**config.mk**
```make
export PLATFORM = sky130hd
export DESIGN_NAME = uart_rx
export DESIGN_NICKNAME = d
export VERILOG_FILES = /design/src/rtl/uart_rx.sv
export SDC_FILE = /design/constraint.sdc
export NUM_CORES = 1
export LEC_CHECK = 0
export BUFFER_PORTS_ARGS = -buffer_cell sky130_fd_sc_hd__buf_2
export CAP_MARGIN = 10
export CORE_ASPECT_RATIO = 0.6
export CORE_UTILIZATION = 35
export DETAILED_ROUTE_END_ITERATION = 8
export PLACE_DENSITY = 0.63
export SYNTH_ARGS = -nofsm -noshare
export SYNTH_HDL_FRONTEND = slang
export SYNTH_SLANG_ARGS = --single-unit
```
**constraint.sdc**
```tcl
create_clock -name clk -period 3 [get_ports clk]
set_input_delay 0.6 -clock clk [delete_from_list [all_inputs] [get_ports clk]]
set_output_delay 0.6 -clock clk [all_outputs]
set_load 0.05 [all_outputs]
```
**src/rtl/uart_rx.sv**
```systemverilog
// uart_rx: oversampling 8N1 serial receiver.
// The line passes through a two-flop synchronizer, then an FSM times each bit
// from the detected start edge and samples it near mid-bit. Good frames
// update data_out with a one-cycle rx_valid strobe. A low stop bit gives a
// one-cycle rx_frame_err, and the receiver then waits for the line to return
// high before it looks for another start bit.
module uart_rx #(
  parameter int CLKS_PER_BIT = 16
) (
  input  logic       clk,
  input  logic       reset,
  input  logic       rx_data,
  output logic [7:0] data_out,
  output logic       rx_valid,
  output logic       rx_frame_err,
  output logic       rx_busy
);

  localparam int CW = $clog2(CLKS_PER_BIT);
  localparam logic [CW-1:0] HALF_M1 = CW'(CLKS_PER_BIT / 2 - 1);
  localparam logic [CW-1:0] BIT_M1  = CW'(CLKS_PER_BIT - 1);

  typedef enum logic [2:0] {
    ST_IDLE      = 3'd0,
    ST_START     = 3'd1,
    ST_DATA      = 3'd2,
    ST_STOP      = 3'd3,
    ST_WAIT_IDLE = 3'd4
  } state_t;

  logic          r_sync1;
  logic          r_sync2;
  state_t        r_state;
  logic [CW-1:0] r_cnt;
  logic [2:0]    r_bitIdx;
  logic [7:0]    r_shift;
  logic [7:0]    r_dataOut;
  logic          r_valid;
  logic          r_frameErr;

  state_t        w_stateNext;
  logic [CW-1:0] w_cntNext;
  logic [2:0]    w_bitIdxNext;
  logic [7:0]    w_shiftNext;
  logic [7:0]    w_dataOutNext;
  logic          w_validNext;
  logic          w_frameErrNext;
  logic          w_rxSync;

  assign w_rxSync = r_sync2;

  // Bring the asynchronous line into the clk domain; idle level is high.
  always_ff @(posedge clk or posedge reset) begin
    if (reset) begin
      r_sync1 <= 1'b1;
      r_sync2 <= 1'b1;
    end else begin
      r_sync1 <= rx_data;
      r_sync2 <= r_sync1;
    end
  end

  // State, bit timing and output registers.
  always_ff @(posedge clk or posedge reset) begin
    if (reset) begin
      r_state    <= ST_IDLE;
      r_cnt      <= '0;
      r_bitIdx   <= 3'd0;
      r_shift    <= 8'h00;
      r_dataOut  <= 8'h00;
      r_valid    <= 1'b0;
      r_frameErr <= 1'b0;
    end else begin
      r_state    <= w_stateNext;
      r_cnt      <= w_cntNext;
      r_bitIdx   <= w_bitIdxNext;
      r_shift    <= w_shiftNext;
      r_dataOut  <= w_dataOutNext;
      r_valid    <= w_validNext;
      r_frameErr <= w_frameErrNext;
    end
  end

  // Next-state logic: a half-bit delay lands sampling near mid-bit, then each
  // data and stop bit is sampled one full bit period after the previous one.
  always_comb begin
    w_stateNext    = r_state;
    w_cntNext      = r_cnt;
    w_bitIdxNext   = r_bitIdx;
    w_shiftNext    = r_shift;
    w_dataOutNext  = r_dataOut;
    w_validNext    = 1'b0;
    w_frameErrNext = 1'b0;

    case (r_state)
      ST_IDLE: begin
        if (!w_rxSync) begin
          w_stateNext = ST_START;
          w_cntNext   = '0;
        end
      end

      ST_START: begin
        if (r_cnt != HALF_M1) begin
          w_cntNext = r_cnt + 1'b1;
        end else if (!w_rxSync) begin
          w_stateNext  = ST_DATA;
          w_cntNext    = '0;
          w_bitIdxNext = 3'd0;
        end else begin
          w_stateNext = ST_IDLE;
          w_cntNext   = '0;
        end
      end

      ST_DATA: begin
        if (r_cnt != BIT_M1) begin
          w_cntNext = r_cnt + 1'b1;
        end else begin
          w_shiftNext[r_bitIdx] = w_rxSync;
          w_cntNext             = '0;
          if (r_bitIdx == 3'd7) begin
            w_stateNext = ST_STOP;
          end else begin
            w_bitIdxNext = r_bitIdx + 3'd1;
          end
        end
      end

      ST_STOP: begin
        if (r_cnt != BIT_M1) begin
          w_cntNext = r_cnt + 1'b1;
        end else begin
          w_cntNext = '0;
          if (w_rxSync) begin
            w_dataOutNext = r_shift;
            w_validNext   = 1'b1;
            w_stateNext   = ST_IDLE;
          end else begin
            w_frameErrNext = 1'b1;
            w_stateNext    = ST_WAIT_IDLE;
          end
        end
      end

      ST_WAIT_IDLE: begin
        if (w_rxSync) begin
          w_stateNext = ST_IDLE;
        end
      end

      default: begin
        w_stateNext = ST_IDLE;
        w_cntNext   = '0;
      end
    endcase
  end

  assign data_out     = r_dataOut;
  assign rx_valid     = r_valid;
  assign rx_frame_err = r_frameErr;
  assign rx_busy      = (r_state != ST_IDLE);

endmodule

```
==> impl_metrics.json <==
{
  "arrival_ns": 1.48,
  "critPathTopFamily": "flip-flops",
  "fp.dieW_um": 84.5,
  "ir_worst_vdd_uv": 308,
  "path_clk_slew_ns": 0.06,
  "critPathRequiredTime_ns": 2.40,
  "hp-class": "reg -> reg",
  "cp_cell_sequence": "or3_1, buf_2",
  "min_period_ns": 2.08,
  "status": "completed",
  "end_kind": "output port",
  "crit_end": "rx_busy",
  "cap_violations": 0,
  "globalRouteOverflowTotal": 0,
  "worstReg2RegEnd": "r_shift[5]",
  "grt_pass1_vias": 879,
  "synth.area.top_cells": "dfrtp_1, mux2_2, dfstp_2, nand4b_4, buf_4",
  "initial_core_util_pct": 37.7,
  "cp-start-kind": "flop",
  "place.gp.congestion": 0.791,
  "tns_ns": 0,
  "rsz0062_at_grt": "no",
  "port_buffers": 13,
  "ctsResizeCount": 0,
  "die-area_um2": 4350,
  "r2r_start": "r_cnt[1]",
  "synth_area_um2": 1430,
  "synth-edff-count": 0,
  "layout_worst_path_cycle_share_pct": 69.3,
  "p_leak_uw": 0.000829,
  "final_antenna_net_count": 0,
  "ctsHoldBuffers": 0,
  "slew_headroom_pct": 70.2,
  "routed_wl_mm": 2.51,
  "cp_slowest_cell": "dfrtp_1",
  "yosysTopAreaCell": "dfrtp_1",
  "track_usage_pct": 13.9,
  "vias_per_cell": 5.01,
  "cts_root_buf": "clkbuf_8",
  "core-area_um2": 3790,
  "finalSetupViolations": 0,
  "drc": 0,
  "synth_ff_type": "dfrtp_1",
  "vias": 876,
  "fin_hold_ws_ns": 0.358,
  "rr_worst_depth": 5,
  "synth_warnings": 0,
  "sw_frac_of_total_pct": 33.1,
  "setup.worst_path.start": "r_state[0]",
  "critPathKind": "reg -> out",
  "tightest_slew_ns": 0.444,
  "clock_sinks": 30,
  "dp_hpwl_mm": 1.73,
  "p_int_uw": 806,
  "synth_common_cells": "dfrtp_1, mux2_2, nor2_1",
  "worst-path-buf-inv": 1,
  "antenna_cells": 0,
  "ctsLongestPathBuffers": 2,
  "cts_setup_buffers": 0,
  "routedWlPerCell_um": 14.3,
  "synthDistinctLibCells": 32,
  "synthArstFlopShare_pct": 100,
  "cts_htree_levels": 2,
  "ys_seq_area_share_pct": 52.8,
  "worstHoldStart": "r_sync1",
  "pwr-share-seq_pct": 47.5,
  "antenna_found_initial": 0,
  "finalHoldViolCount": 0,
  "drive_gt1_share_pct": 36.7,
  "synth.most_common_cell": "dfrtp_1",
  "rrSetupSlack_ns": 1.06,
  "cts_buffers": 5,
  "nNetsFinal": 133,
  "cts_tree": "built",
  "die_h_um": 51.5,
  "syn_avg_cell_area_um2": 12.4,
  "max_freq_mhz": 481,
  "clk_latency_ns": 0.29,
  "synth_top_area_share_pct": 49.1,
  "grt_pass1_wl_mm": 4.42,
  "clkPwrFrac_pct": 33.2,
  "power_density_nw_per_um2": 745,
  "synth_cells": 115,
  "grt_max_degree": 31,
  "p_sw_uw": 398,
  "path_max_fanout": 11,
  "drv_slew": 0,
  "synth_seq_cells": 30,
  "finalClockSkew_ns": 0.00779,
  "firstDrtPassIters": 4,
  "syn2layout_area_growth_pct": 13.1,
  "synth_nets": 121,
  "rows": 17,
  "comb_power_share_pct": 19.2,
  "critPathMaxStageDelay_ns": 0.54,
  "ios": 14,
  "drt_iter0_drc": 110,
  "cp_num_cells": 2
}
## per-stage QoR
step	power [µW]	util, %	area, µm²	setup WS, ns	std cells
CTS	1210	42.7	1620	0.915	175
floorplan	783	-	1430	1.26	115
finish	1200	42.7	1620	0.921	175
global route	1280	42.7	1620	0.880	175
global placement	792	39.8	1510	1.13	167
detailed placement	811	39.8	1510	1.06	167
## cell usage in the layout (no fill, tap or decap), types with 3 or more instances in the layout
| master | Yosys | final |
|---|---|---|
| a21oi_1 | 3 | 3 |
| buf_2 | 0 | 13 |
| clkbuf_8 | 0 | 5 |
| dfrtp_1 | 28 | 28 |
| ha_1 | 3 | 3 |
| inv_1 | 4 | 4 |
| mux2_1 | 3 | 3 |
| mux2_2 | 15 | 15 |
| nand2_1 | 7 | 7 |
| nand3_1 | 4 | 4 |
| nor2_1 | 8 | 8 |
| o21ai_0 | 5 | 5 |
## flip-flops by register name (all words and copies together), names as in the netlist
name          cells
rx_frame_err      1
r_cnt             4
r_state           3
data_out          8
r_shift           8
r_bitIdx          3
rx_valid          1
r_sync1           1
r_sync2           1
## area by class of cell
class | instances | area [µm²]
well taps | 47 | 58.8
clock buffers | 5 | 68.8
inverters | 4 | 15.0
multi-input cells | 72 | 607
clock inverters | 3 | 40.0
flip-flops and latches | 30 | 753
repair buffers | 14 | 72.6
fillers | 355 | 2170
## logic make-up after synthesis
logic type | Yosys count | share of synthesized area (%)
simple gates | 36 | 18.8
flops | 30 | 52.8
mux | 18 | 14.2
compound gates | 14 | 6.31
buf+inv | 13 | 4.73
fa+ha+maj | 3 | 2.63
xor+xnor | 1 | 0.614
## power by group through the flow
| stage | clock network [µW] | logic (µW) | registers, µW |
|---|---|---|---|
| 5_1_grt | 428 | 263 | 586 |
| 3_5_place_dp | 0 | 234 | 577 |
| 3_3_place_gp | 0 | 222 | 570 |
| 2_1_floorplan | 0 | 292 | 491 |
| 4_1_cts | 408 | 235 | 570 |
| 6_report | 400 | 232 | 572 |
## metal layers
layer / routed length [µm] / global-route usage [%]
met1: 1340 / 19.6
met2: 1020 / 19.0
met3: 89 / 4.04
met4: 56 / 7.63
met5: 0 / 0
## worst min path at each step
stage / cells after the start / slack [ns] / end
floorplan: 0 / 0.35 / r_sync2
global placement: 0 / 0.35 / r_sync2
detailed placement: 0 / 0.35 / r_sync2
CTS: 0 / 0.36 / r_sync2
global route: 0 / 0.36 / r_sync2
finish: 0 / 0.36 / r_sync2
(Power assumes the default switching activity.)
